## src/rtl/pbit_anneal_scheduler.sv

```systemverilog
// Annealing sequencer for a graph-coloured p-bit array: colour update pulses, settle waits, sample strobes, beta ramp.
// Latency: first colour_en one cycle after start is sampled; every output is registered.
// No backpressure: the run is free-running once started and stops only on completion, abort or reset.
module pbit_anneal_scheduler #(
  parameter int N_COLORS        = 2,
  parameter int BETA_W          = 16,
  parameter int BETA_START      = 16,
  parameter int BETA_STEP       = 8,
  parameter int BETA_MAX        = 32,
  parameter int SETTLE_CYCLES   = 4,
  parameter int SWEEPS_PER_STEP = 3,
  parameter int NUM_STEPS       = 4
) (
  input  logic                               clk_mac,
  input  logic                               reset_n,
  input  logic                               start,
  input  logic                               abort,
  output logic signed [BETA_W-1:0]           o_beta,
  output logic [N_COLORS-1:0]                colour_en,
  output logic                               busy,
  output logic                               sample_valid,
  output logic [$clog2(NUM_STEPS+1)-1:0]     step_idx,
  output logic                               done
);

  localparam int SIW  = $clog2(NUM_STEPS + 1);
  localparam int CW   = (N_COLORS > 1)        ? $clog2(N_COLORS)        : 1;
  localparam int SWW  = (SWEEPS_PER_STEP > 1) ? $clog2(SWEEPS_PER_STEP) : 1;
  localparam int SETW = (SETTLE_CYCLES > 1)   ? $clog2(SETTLE_CYCLES)   : 1;

  localparam logic [CW-1:0]   COL_LAST  = CW'(N_COLORS - 1);
  localparam logic [SWW-1:0]  SW_LAST   = SWW'(SWEEPS_PER_STEP - 1);
  localparam logic [SIW-1:0]  STEP_LAST = SIW'(NUM_STEPS - 1);
  localparam logic [SETW-1:0] SET_LOAD  = SETW'(SETTLE_CYCLES - 1);

  // Beta arithmetic is done one bit wider than the bus so the sum never wraps.
  localparam logic signed [BETA_W-1:0] START_V = BETA_W'(BETA_START);
  localparam logic signed [BETA_W:0]   STEP_X  = (BETA_W + 1)'(BETA_STEP);
  localparam logic signed [BETA_W:0]   MAX_X   = (BETA_W + 1)'(BETA_MAX);
  localparam logic signed [BETA_W:0]   POS_LIM = {2'b00, {(BETA_W - 1){1'b1}}};
  localparam logic signed [BETA_W:0]   NEG_LIM = {2'b11, {(BETA_W - 1){1'b0}}};

  typedef enum logic [2:0] {
    S_IDLE,
    S_UPDATE,
    S_SETTLE,
    S_SAMPLE,
    S_DONE
  } state_t;

  state_t          state, state_nxt;
  logic [CW-1:0]   colour, colour_nxt;
  logic [SWW-1:0]  sweep, sweep_nxt;
  logic [SIW-1:0]  step, step_nxt;
  logic [SETW-1:0] settle, settle_nxt;

  logic signed [BETA_W:0]   beta_sum;
  logic signed [BETA_W:0]   beta_clamp;
  logic signed [BETA_W-1:0] beta_sat;

  logic signed [BETA_W-1:0] beta_nxt;
  logic [N_COLORS-1:0]      colour_en_nxt;
  logic                     busy_nxt;
  logic                     sample_nxt;
  logic [SIW-1:0]           step_idx_nxt;
  logic                     done_nxt;

  // State and slot counters register
  always_ff @(posedge clk_mac or negedge reset_n) begin
    if (!reset_n) begin
      state  <= S_IDLE;
      colour <= '0;
      sweep  <= '0;
      step   <= '0;
      settle <= '0;
    end else begin
      state  <= state_nxt;
      colour <= colour_nxt;
      sweep  <= sweep_nxt;
      step   <= step_nxt;
      settle <= settle_nxt;
    end
  end

  // Next-state and counter sequencing; abort overrides everything outside IDLE
  always_comb begin
    state_nxt  = state;
    colour_nxt = colour;
    sweep_nxt  = sweep;
    step_nxt   = step;
    settle_nxt = settle;
    case (state)
      S_IDLE: begin
        if (start && !abort) begin
          state_nxt  = S_UPDATE;
          colour_nxt = '0;
          sweep_nxt  = '0;
          step_nxt   = '0;
        end
      end
      S_UPDATE: begin
        state_nxt  = S_SETTLE;
        settle_nxt = SET_LOAD;
      end
      S_SETTLE: begin
        if (settle != '0) begin
          settle_nxt = settle - 1'b1;
        end else if (colour != COL_LAST) begin
          colour_nxt = colour + 1'b1;
          state_nxt  = S_UPDATE;
        end else begin
          colour_nxt = '0;
          sweep_nxt  = sweep + 1'b1;
          state_nxt  = (sweep == SW_LAST) ? S_SAMPLE : S_UPDATE;
        end
      end
      S_SAMPLE: begin
        if (step == STEP_LAST) begin
          state_nxt = S_DONE;
        end else begin
          step_nxt  = step + 1'b1;
          sweep_nxt = '0;
          state_nxt = S_UPDATE;
        end
      end
      S_DONE: begin
        state_nxt = S_IDLE;
      end
      default: begin
        state_nxt = S_IDLE;
      end
    endcase
    if (abort && (state != S_IDLE)) begin
      state_nxt = S_IDLE;
    end
  end

  // Saturating beta increment: clamp at BETA_MAX in the ramp direction, then at the bus range
  always_comb begin
    beta_sum   = $signed({o_beta[BETA_W-1], o_beta}) + STEP_X;
    beta_clamp = beta_sum;
    if (BETA_STEP >= 0) begin
      if (beta_sum > MAX_X) begin
        beta_clamp = MAX_X;
      end else if (beta_sum > POS_LIM) begin
        beta_clamp = POS_LIM;
      end
    end else begin
      if (beta_sum < MAX_X) begin
        beta_clamp = MAX_X;
      end else if (beta_sum < NEG_LIM) begin
        beta_clamp = NEG_LIM;
      end
    end
    beta_sat = beta_clamp[BETA_W-1:0];
  end

  // Output values for the next cycle, decoded from the upcoming state so outputs stay registered
  always_comb begin
    beta_nxt      = o_beta;
    colour_en_nxt = '0;
    busy_nxt      = (state_nxt != S_IDLE);
    sample_nxt    = (state_nxt == S_SAMPLE);
    done_nxt      = (state_nxt == S_DONE);
    step_idx_nxt  = step_idx;
    if (state_nxt == S_UPDATE) begin
      colour_en_nxt = N_COLORS'(1) << colour_nxt;
    end
    if ((state == S_IDLE) && (state_nxt == S_UPDATE)) begin
      beta_nxt     = START_V;
      step_idx_nxt = '0;
    end
    if (state_nxt == S_SAMPLE) begin
      step_idx_nxt = step_nxt;
    end
    if ((state == S_SAMPLE) && (state_nxt == S_UPDATE)) begin
      beta_nxt = beta_sat;
    end
  end

  // Output register
  always_ff @(posedge clk_mac or negedge reset_n) begin
    if (!reset_n) begin
      o_beta       <= '0;
      colour_en    <= '0;
      busy         <= 1'b0;
      sample_valid <= 1'b0;
      step_idx     <= '0;
      done         <= 1'b0;
    end else begin
      o_beta       <= beta_nxt;
      colour_en    <= colour_en_nxt;
      busy         <= busy_nxt;
      sample_valid <= sample_nxt;
      step_idx     <= step_idx_nxt;
      done         <= done_nxt;
    end
  end

endmodule

```

## config.mk

```make
export PLATFORM = sky130hd
export DESIGN_NAME = pbit_anneal_scheduler
export DESIGN_NICKNAME = d
export VERILOG_FILES = /design/src/rtl/pbit_anneal_scheduler.sv
export SDC_FILE = /design/constraint.sdc
export NUM_CORES = 1
export LEC_CHECK = 0
export ABC_CLOCK_PERIOD_IN_PS = 2180
export CAP_MARGIN = 25
export CORE_ASPECT_RATIO = 0.8
export CORE_UTILIZATION = 49
export CTS_CLUSTER_DIAMETER = 30
export DETAILED_ROUTE_END_ITERATION = 8
export PLACE_DENSITY = 0.87
export SKIP_LAST_GASP = 1
export SYNTH_ARGS = -nofsm -noshare
export SYNTH_HDL_FRONTEND = slang
export SYNTH_SLANG_ARGS = --single-unit
export TNS_END_PERCENT = 50
```

## constraint.sdc

```tcl
create_clock -name clk_mac -period 2.18 [get_ports clk_mac]
set_input_delay 0.654 -clock clk_mac [delete_from_list [all_inputs] [get_ports clk_mac]]
set_output_delay 0.654 -clock clk_mac [all_outputs]
set_load 0.1 [all_outputs]
```

==> qor.yml <==
worst_hold_path:
  hold_depth: 2
  hp-class: "reg -> reg"
  hold_start: "step_idx[1]$_DFFE_PN0P_"
  holdPathEnd: "step_idx[1]$_DFFE_PN0P_"
logic_synthesis:
  yosysSeqAreaShare_pct: 39.5
  synth_warnings: 0
  synth_top_area_share_pct: 39.5
  synthesis.area_sq_um: 2090
  syn_nets: 253
  netlist_instances: 244
  synth_cell_type_count: 50
  synth_top_cell_by_area: "dfrtp_1"
  syn_area_per_cell_sq_um: 8.56
  ys_top_cells_by_area: "dfrtp_1, nand2_1, o21ai_0"
  yosys_most_used_dff: "dfrtp_1"
  synth-seq-cells: 33
  synth_edf_count: 0
  async_reset_ff_share_pct: 100
global_routing:
  antenna_found_initial: 0
  grt_first_pass_wirelength_mm: 11.2
  grt_max_degree: 34
  gr-total-overflow: 0
  grt_pass1_vias: 2244
  groute.usage.overall_pct: 34.8
run_status:
  violations: "negative setup slack"
  status: "finished, violations left"
die:
  die_area_sq_um: 4530
  io_pins: 28
  num_rows: 20
  start_util_pct: 53.2
  die_h_um: 60.4
  core_area_sq_um: 3930
  die_w_um: 75.0
setup_path:
  r2r-end: "o_beta[9]$_DFFE_PN0P_"
  path_class: "reg -> reg"
  worstPathRequired_ns: 2.36
  worstRegToRegCells: 9
  path_max_fanout: 7
  r2r_start: "o_beta[3]$_DFFE_PN0P_"
  start_kind: "flop"
  arrival_ns: 2.54
  rrSetupSlack_ns: -0.18
  crit_path_end_kind: "flop"
placement:
  gp_congestion: 0.988
  portBuffers: 27
  hpwl_mm: 4.63
finish:
  layout_commonest_cell: "buf_4"
  final_util_pct: 82.5
  final_cell_mix: "buf_4, nand2_1, dfrtp_1"
  fillers: 194
  n_antenna_cell: 0
  drive_above_1_share_pct: 41.2
  synthToLayoutAreaGrowth_pct: 55.0
  fin_nets: 326
timing:
  skew_ns: 0.00746
  finalMaxSlewViolations: 0
  fmax_ghz: 0.423
  fin_tns_setup_ns: -1.35
  period_share_pct: 108
  rsz0062_at_grt: "yes"
  max_slew_margin_pct: 52.8
  hold_viol: 0
  max_slew.worst_pin.slew_ns: 0.706
  timing.hold.ws_ns: 0.538
  fin_ws_ns: -0.185
  fin_crit_ns: 2.36
  setup_viol: 14
cts:
  cts_tree: "done"
  cts_sinks: 33
  clk_pin_slew_ns: 0.07
  cts_hold_buf: 0
  clk_latency_ns: 0.30
  cts-root-buf: "clkbuf_8"
  numCtsBuffers: 5
  cts_buffer_depth: 2
  htreeDepth: 2
route:
  wirelength_mm: 7.84
  ant_nets: 0
  drt-initial-drc-count: 404
  avgViaCountPerCell: 6.64
  vias: 2476
  drtPass1Iterations: 6
  drcViolationCount: 0
  wl_per_cell_um: 21.0
power_and_ir_drop:
  p_per_area_nw_per_um2: 1080
  p_leak_uw: 0.00140
  power_uw: 3490
  ir_drop_mv: 1.30
flow_run:
  cap_violations: 0
==> timing repair <==
action	4_1_cts	5_1_grt
resized for setup	16	9
endpoints found under the setup margin	11	15
cloned	0	0
buffers inserted	2	3
pin swaps	5	2
==> cells in the mapped netlist (all sizes together) (2+ instances only) <==
cell type,instances
a211oi,3
a21o,2
a21oi,14
a22oi,2
a31oi,8
and3,9
and4,2
buf,7
clkbuf,11
dfrtp,33
ha,5
inv,12
mux2i,2
nand2,27
nand2b,2
nand3,10
nand4,6
nor2,14
nor2b,4
nor3,9
nor3b,2
nor4,3
nor4b,3
o21a,6
o21ai,20
o311ai,2
o31ai,3
or2,3
or3,2
xnor2,5
xor2,3
==> cell families after synthesis <==
family | after synthesis | synth area share [%]
AOI/OAI and AO/OA | 69 | 22.1
xor gates and xnor gates | 8 | 3.35
adders and majority gates | 5 | 2.99
buffers and inverters | 30 | 6.17
DFF | 33 | 39.5
muxes | 2 | 0.958
and+or+nand+nor | 97 | 24.9
==> state kept, by name, summed over array words and instances, names as in the netlist <==
register      count
busy              1
colour            1
colour_en         2
done              1
o_beta           14
sample_valid      1
settle            2
state             3
step              3
step_idx          3
sweep             2
==> worst max-delay path, cell delays in order (launching register included) <==
cell and delay, ns:
dfrtp_4 0.47, ha_4 0.19, and4_4 0.23, nand2_1 0.09, xnor2_1 0.16, a2111o_1 0.34, o31ai_4 0.22, buf_12 0.16
o21ai_0 0.08, o21ai_0 0.30
==> per-layer routing <==
layer	GRT usage, %	vias to the layer above	wire (um)
met3	11.6	47	998
met5	0	-	0
met4	21.8	0	341
met2	51.2	228	3580
li1	-	1038	-
met1	44.5	1163	2910
==> final cells by class <==
| type | instances | area [sq um] | area share, % |
|---|---|---|---|
| inverters | 12 | 45.0 | 1.39 |
| repair buffers | 84 | 851 | 26.3 |
| flip-flops and latches | 33 | 863 | 26.7 |
| multi-input cells | 181 | 1290 | 39.9 |
| clock buffers | 6 | 82.6 | 2.55 |
| clock inverters | 2 | 37.5 | 1.16 |
| well taps | 55 | 68.8 | 2.12 |
==> power breakdown <==
part	switching (uW)	internal, uW
registers	182	748
clock network	250	372
logic	1130	811
==> through the flow <==
| stage | instance area (sq um) | cells | setup slack [ns] |
|---|---|---|---|
| after floorplan | 2170 | 244 | -0.283 |
| after global placement | 2940 | 361 | -0.211 |
| after detailed placement | 2940 | 361 | -0.226 |
| after CTS | 3180 | 371 | -0.0860 |
| after global routing | 3240 | 373 | -0.232 |
| final | 3240 | 373 | -0.185 |
==> how the worst max path moves through the flow <==
stage	from	to	slack, ns	cells after the start
floorplan	o_beta[8]$_DFFE_PN0P_	o_beta[5]$_DFFE_PN0P_	-0.28	8
global placement	start	step_idx[0]$_DFFE_PN0P_	-0.21	6
detailed placement	start	step_idx[0]$_DFFE_PN0P_	-0.23	6
CTS	o_beta[4]$_DFFE_PN0P_	o_beta[5]$_DFFE_PN0P_	-0.09	9
global route	o_beta[3]$_DFFE_PN0P_	o_beta[9]$_DFFE_PN0P_	-0.23	9
finish	o_beta[3]$_DFFE_PN0P_	o_beta[9]$_DFFE_PN0P_	-0.18	9
(Power assumes the default switching activity.)
